$ cat src/rtl/program_counter_unit.sv
// Full-width program counter: increment, half loads, jumps and signed relative
// branches with a one-cycle high-half fix-up when a branch crosses a page.
module program_counter_unit #(
   parameter int unsigned LOW_WIDTH  = 8,
   parameter int unsigned HIGH_WIDTH = 8,
   parameter logic [LOW_WIDTH+HIGH_WIDTH-1:0] RESET_PC = 16'hFFFC
) (
   input  logic                             phi2,
   input  logic                             reset,
   input  logic                             incr_EN,
   input  logic                             loadLow_EN,
   input  logic                             loadHigh_EN,
   input  logic                             jump_EN,
   input  logic                             branch_EN,
   input  logic [LOW_WIDTH-1:0]             dataBus_IN,
   input  logic [LOW_WIDTH-1:0]             addressLow_IN,
   input  logic [HIGH_WIDTH-1:0]            addressHigh_IN,
   input  logic                             addressLow_EN,
   input  logic                             addressHigh_EN,
   input  logic                             dataLow_EN,
   input  logic                             dataHigh_EN,
   output logic [LOW_WIDTH-1:0]             addressLowBus_OUT,
   output logic [HIGH_WIDTH-1:0]            addressHighBus_OUT,
   output logic [LOW_WIDTH-1:0]             dataBus_OUT,
   output logic [LOW_WIDTH+HIGH_WIDTH-1:0]  pcValue_OUT,
   output logic                             busy_OUT,
   output logic                             pageCross_OUT
);

   localparam int unsigned PC_WIDTH = LOW_WIDTH + HIGH_WIDTH;

   localparam logic [0:0] S_IDLE  = 1'b0;
   localparam logic [0:0] S_FIXUP = 1'b1;

   logic [0:0]            state, state_nx;
   logic                  fix_down, fix_down_nx;
   logic [LOW_WIDTH-1:0]  pc_low, pc_low_nx;
   logic [HIGH_WIDTH-1:0] pc_high, pc_high_nx;
   logic [LOW_WIDTH:0]    branch_sum;
   logic [PC_WIDTH-1:0]   pc_incr;
   logic                  offset_neg;

   // Unsigned add exposes the carry; combined with the offset sign it flags a page cross.
   assign branch_sum = {1'b0, pc_low} + {1'b0, dataBus_IN};
   assign offset_neg = dataBus_IN[LOW_WIDTH-1];
   assign pc_incr    = {pc_high, pc_low} + PC_WIDTH'(1);

   // State and PC registers
   always_ff @(posedge phi2 or posedge reset) begin
      if (reset) begin
         state    <= S_IDLE;
         fix_down <= 1'b0;
         pc_low   <= RESET_PC[LOW_WIDTH-1:0];
         pc_high  <= RESET_PC[PC_WIDTH-1:LOW_WIDTH];
      end else begin
         state    <= state_nx;
         fix_down <= fix_down_nx;
         pc_low   <= pc_low_nx;
         pc_high  <= pc_high_nx;
      end
   end

   // Command decode and next-PC selection
   always_comb begin
      state_nx    = state;
      fix_down_nx = fix_down;
      pc_low_nx   = pc_low;
      pc_high_nx  = pc_high;
      case (state)
         S_IDLE: begin
            if (jump_EN) begin
               pc_low_nx  = addressLow_IN;
               pc_high_nx = addressHigh_IN;
            end else if (branch_EN) begin
               pc_low_nx = branch_sum[LOW_WIDTH-1:0];
               if (offset_neg ^ branch_sum[LOW_WIDTH]) begin
                  fix_down_nx = offset_neg;
                  state_nx    = S_FIXUP;
               end
            end else if (loadLow_EN || loadHigh_EN) begin
               if (loadLow_EN)  pc_low_nx  = dataBus_IN;
               if (loadHigh_EN) pc_high_nx = dataBus_IN[HIGH_WIDTH-1:0];
            end else if (incr_EN) begin
               {pc_high_nx, pc_low_nx} = pc_incr;
            end
         end
         default: begin
            pc_high_nx = fix_down ? pc_high - HIGH_WIDTH'(1) : pc_high + HIGH_WIDTH'(1);
            state_nx   = S_IDLE;
         end
      endcase
   end

   // Bus output stages sample the PC as it stood before this edge's update
   always_ff @(posedge phi2 or posedge reset) begin
      if (reset) begin
         addressLowBus_OUT  <= '0;
         addressHighBus_OUT <= '0;
         dataBus_OUT        <= '0;
      end else begin
         if (addressLow_EN)  addressLowBus_OUT  <= pc_low;
         if (addressHigh_EN) addressHighBus_OUT <= pc_high;
         if (dataLow_EN)
            dataBus_OUT <= pc_low;
         else if (dataHigh_EN)
            dataBus_OUT <= LOW_WIDTH'(pc_high);
      end
   end

   assign pcValue_OUT   = {pc_high, pc_low};
   assign busy_OUT      = (state == S_FIXUP);
   assign pageCross_OUT = (state == S_FIXUP);

endmodule

$ cat config.mk
export PLATFORM = sky130hd
export DESIGN_NAME = program_counter_unit
export DESIGN_NICKNAME = d
export VERILOG_FILES = /design/src/rtl/program_counter_unit.sv
export SDC_FILE = /design/constraint.sdc
export NUM_CORES = 1
export LEC_CHECK = 0
export CAP_MARGIN = 15
export CORE_AREA = 4 4 72 108
export DETAILED_ROUTE_END_ITERATION = 8
export DIE_AREA = 0 0 76 112
export PLACE_DENSITY = 0.77
export SLEW_MARGIN = 20
export SYNTH_ARGS = -nofsm -noshare
export SYNTH_HDL_FRONTEND = slang
export SYNTH_SLANG_ARGS = --single-unit
$ cat constraint.sdc
create_clock -name phi2 -period 7.2 [get_ports phi2]
set_clock_uncertainty 0.15 [all_clocks]
set_input_delay 1.08 -clock phi2 [delete_from_list [all_inputs] [get_ports phi2]]
set_output_delay 1.08 -clock phi2 [all_outputs]
set_load 0.005 [all_outputs]
# Word level (Yosys, flattened, before mapping)
# Cells that the tools add are included.
[word_totals]
input_bits = 35
out_inout_bits = 42
elab_cells = 42
register_bits = 42
[classes]
muxes = 18
bitwise = 3
n_reduce_logical = 7
n_addsub = 4
n_eq_ne = 3
[op_table]
columns = ["op", "count"]
rows = [
  ["8-bit two-way mux", 14],
  ["16-bit by 1-bit adder with 16-bit output (second input constant)", 1],
  ["8-bit by 8-bit adder with 9-bit output", 1],
  ["8-bit by 1-bit adder with 8-bit output (second input constant)", 1],
  ["4-bit != test (second input constant)", 2],
  ["4-bit nonzero test", 2],
  ["8-bit by 1-bit subtractor with 8-bit output (second input constant)", 1],
  ["3-bit AND reduction", 2],
  ["1-bit two-way mux", 4],
  ["4-bit AND reduction", 1],
  ["3-bit by 2-bit != test with 1-bit output (second input constant)", 1],
  ["1-bit NOT", 2],
  ["2-bit nonzero test", 1],
  ["1-bit logical OR", 1],
  ["1-bit XOR", 1],
]

# Logic depth before layout (Yosys ltp)
[logic_depth]
depth_word = 6
ltp_mapped = 9
mapped_depth_nobuf = 9

# Worst setup path after synthesis
# Ideal clock, no wire load.
[synth_path]
path_kind = "in2reg"
start = "in dataBus_IN[0]"
end = "reg pc_low[4]"
path_stages = 9
path_buffers = 0
required_time_ns = 6.939
slack_ns = 4.515
arrival_time_ns = 2.424
setup_time_ns = 0.111
path_cell_list = "ha_1 inv_1 fa_1 nor2b_1 o21ai_1 nor2b_1 xnor2_1 a21oi_1 o311ai_0"
[synth_via]
elab_chain_cells = 3
[synth_rtl]
columns = ["item", "line_no", "source"]
rows = [
  ["start, declared", "15", "input logic [LOW_WIDTH-1:0] dataBus_IN,"],
  ["8-bit by 8-bit adder with 9-bit output", "44", "assign branch_sum = {1'b0, pc_low} + {1'b0, dataBus_IN};"],
  ["8-bit two-way mux", "74", "end else if (branch_EN) begin"],
  ["8-bit two-way mux", "71", "if (jump_EN) begin"],
  ["end signal, assigned", "53", "pc_low <= RESET_PC[LOW_WIDTH-1:0];"],
  ["end signal, assigned", "58", "pc_low <= pc_low_nx;"],
  ["end, declared", "37", "logic [LOW_WIDTH-1:0] pc_low, pc_low_nx;"],
]
# No other way between the ends.
# A chain may end at the register's enable or synchronous reset.

# Worst setup path after layout
[layout_path]
start = "in jump_EN"
end = "reg pc_low[5]"
[layout_via]
elab_chain_cells = 2
word_cells_on_any_way = 4
cone_classes = "eq/ne: 1; mux: 1; reduce/logical: 2"
[layout_rtl]
columns = ["item", "line_no", "source"]
rows = [
  ["start, declared", "13", "input logic jump_EN,"],
  ["4-bit != test (no source line) or 4-bit nonzero test (tied branches)", "--", ""],
  ["3-bit AND reduction (no source line)", "--", ""],
]
# Several ways; a longest one is shown, not always the timed one.

==> run metrics <==
status finished clean; average via count per standard cell 5.93; initial antenna violation count 0; Max Freq around 290 MHz; synth warn 0; Yosys cell types 59; clk slew on worst S/H paths about 0.080 ns; Syn Area/Cell 9.02 sq um; final core occ 0.571; start point of the worst hold path addressHighBus_OUT[0]; layout cells sized above 1 0.112; gr ovfl total 0; RSZ-0062 raised after global routing false; Worst VDD drop around 0.21 mV; fin nets 453; row cnt 37; Hold Path Class reg2reg; HPWL after detailed placement 6.61 mm; Worst Tran Pin Value 0.992 ns; Max-Cap Viols 0; clock sink count 42; Starting DRT DRC Count 184; antenna viol nets, final 0; CTS tree done; GRT Total Usage 0.200; Most used DFF post-synth dfrtp_1; Power Density 346 nW/um^2; vias in the first global route 2734; initial core utilization 0.441; Post-synth EDFFs 0; dpl cells 472; endpoints failing setup 0; Setup Fix Bufs, Post-CTS 0; post-route clock period utilization 0.478; Mapped Cells 333; first-pass GRT wire length 13.9 mm; area of the core 6810 sq um; hold-fix buffers at CTS 0; Area contributors post-synth dfrtp_1 (23%), dfstp_2 (12%), ha_1 (6.2%), mux2_2 (6.0%), o21ai_0 (5.3%); worst reg2reg startpoint pc_high[0]; FF-to-FF path depth 8; Fill cells 627; Clk Latency, worst-skew pair around 0.3 ns; root buffer cell clkbuf_8; FF+latch count, synth between 40 and 50; port bufs 76; Die W around 76 um; Die Area roughly 8500 sq um; area of the multi-input gates 1800 sq um; CP required around 7.3 ns; Worst EP arrival approximately 3.5 ns; via count 2845; Worst setup startpoint jump_EN; Mapped Nets about 390; P&R area growth vs syn 29.3%; synth cell count leaders nand2_1 (32), o21ai_0 (32), dfrtp_1 (28), nor2_1 (22), a21oi_1 (20); Setup TNS 0 ns; relative slew slack 0.336; PostCTS Resize Cnt 0; WL/cell 18.0 um; Post-Syn Area roughly 3000 sq um; share of Yosys cell area claimed by the top area cell type 0.233; Startpoint Class input port; ANT cells 0; number of placed I/O pins between 70 and 80; CTS buffer count 5; Slew Limit Fails 0; Leak Pwr 1.55 nW; drt pass-1 iters 5; largest net degree at the start of global routing 43; crit-path max FO 24; CTS H-tree lvls 2; sequential cell area roughly 1100 sq um; WL final 8.66 mm; CP Class in2reg; hold path depth 1; clock buffer depth 2; gpl congestion between 0.9 and 1; Final Non-Filler Cells 480; async set-or-reset flop fraction in the synthesized netlist 1.00; sequential-to-total area share from yosys stat 0.356; Fin. Hold Viols 0; crit path time final 3.44 ns; Synth area leader dfrtp_1; Die Y roughly 110 um; DR DRC count 0; Worst setup EP type register
final timing paths:
check	to	slack, ns
min reg2reg	addressHighBus_OUT[0]	0.36
min	addressHighBus_OUT[0]	0.36
max in group asynchronous	pc_high[5]	5.42
max	pc_low[5]	3.76
min in group asynchronous	dataBus_OUT[2]	1.09
max reg2reg	pc_high[6]	4.55
power breakdown:
part / internal (mW) / switching (mW) / total [mW]
logic: 0.387 / 0.308 / 0.695
registers: 0.355 / 0.141 / 0.496
clock network: 0.0685 / 0.0847 / 0.153
total: 0.811 / 0.534 / 1.34
final cells by class:
cell class	count	area share
multi-input cells	259	0.464
flip-flops and latches	42	0.275
repair buffers	77	0.198
well taps	78	0.0251
clock buffers	6	0.0187
inverters	16	0.0155
clock inverters	2	0.00354
layout by cell type (no fill, tap or decap), types with 3 or more instances in the layout:
cell type / synthesis / layout
clkdlybuf4s50_1: 0 / 76
nand2_1: 32 / 32
o21ai_0: 32 / 32
dfrtp_1: 28 / 28
nor2_1: 22 / 22
a21oi_1: 20 / 20
mux2_2: 16 / 16
inv_1: 15 / 15
ha_1: 15 / 15
dfstp_2: 14 / 14
xor2_1: 11 / 11
a211oi_1: 11 / 11
mux2i_1: 10 / 10
nand3_1: 9 / 9
o21a_1: 5 / 5
o211ai_1: 5 / 5
xnor2_1: 5 / 5
clkbuf_8: 0 / 5
nor2b_1: 4 / 4
nor3_1: 4 / 4
a31oi_1: 4 / 4
o21ai_1: 3 / 3
nand2b_1: 3 / 3
o31ai_1: 3 / 3
o22ai_1: 3 / 3
o311ai_0: 3 / 3
registers in the layout, indices dropped and copies added (netlist names):
| signal | flops |
|---|---|
| dataBus_OUT | 8 |
| addressLowBus_OUT | 8 |
| pc_low | 8 |
| addressHighBus_OUT | 8 |
| pc_high | 8 |
| busy_OUT | 1 |
| fix_down | 1 |
per-stage QoR:
| stage | setup slack (ns) | hold WS (ns) | instance area, sq um | power (mW) |
|---|---|---|---|---|
| 3_5_place_dp | 3.50 | 0.345 | 3800 | 1.20 |
| 6_report | 3.76 | 0.360 | 3880 | 1.34 |
| 5_1_grt | 3.57 | 0.372 | 3880 | 1.45 |
| 4_1_cts | 3.82 | 0.364 | 3880 | 1.35 |
| 3_3_place_gp | 3.60 | 0.341 | 3800 | 1.18 |
| 2_1_floorplan | 4.52 | 0.355 | 3000 | 0.857 |
cells by family after synthesis:
group	count (synthesis)	share of synthesized area
buf+inv	32	0.0437
simple gates	90	0.145
mux	26	0.0933
xor+xnor	16	0.0466
fa+ha+maj	17	0.0758
compound gates	110	0.239
flops	42	0.356
worst max-delay path: stages:
cell	delay, ns
clkdlybuf4s50_1	0.86
nor2_1	0.39
o21ai_0	0.18
o21ai_1	0.65
a21oi_1	0.07
o22ai_1	0.17
o21ai_0	0.11
metal layers:
layer | vias to the layer above | share of wire | global-route usage
met2 | 126 | 0.52 | 0.359
met4 | 0 | 0.037 | 0.0855
met3 | 23 | 0.051 | 0.0283
met1 | 1331 | 0.39 | 0.233
li1 | 1365 | - | -
met5 | - | 0 | 0
(Power assumes the default switching activity.)
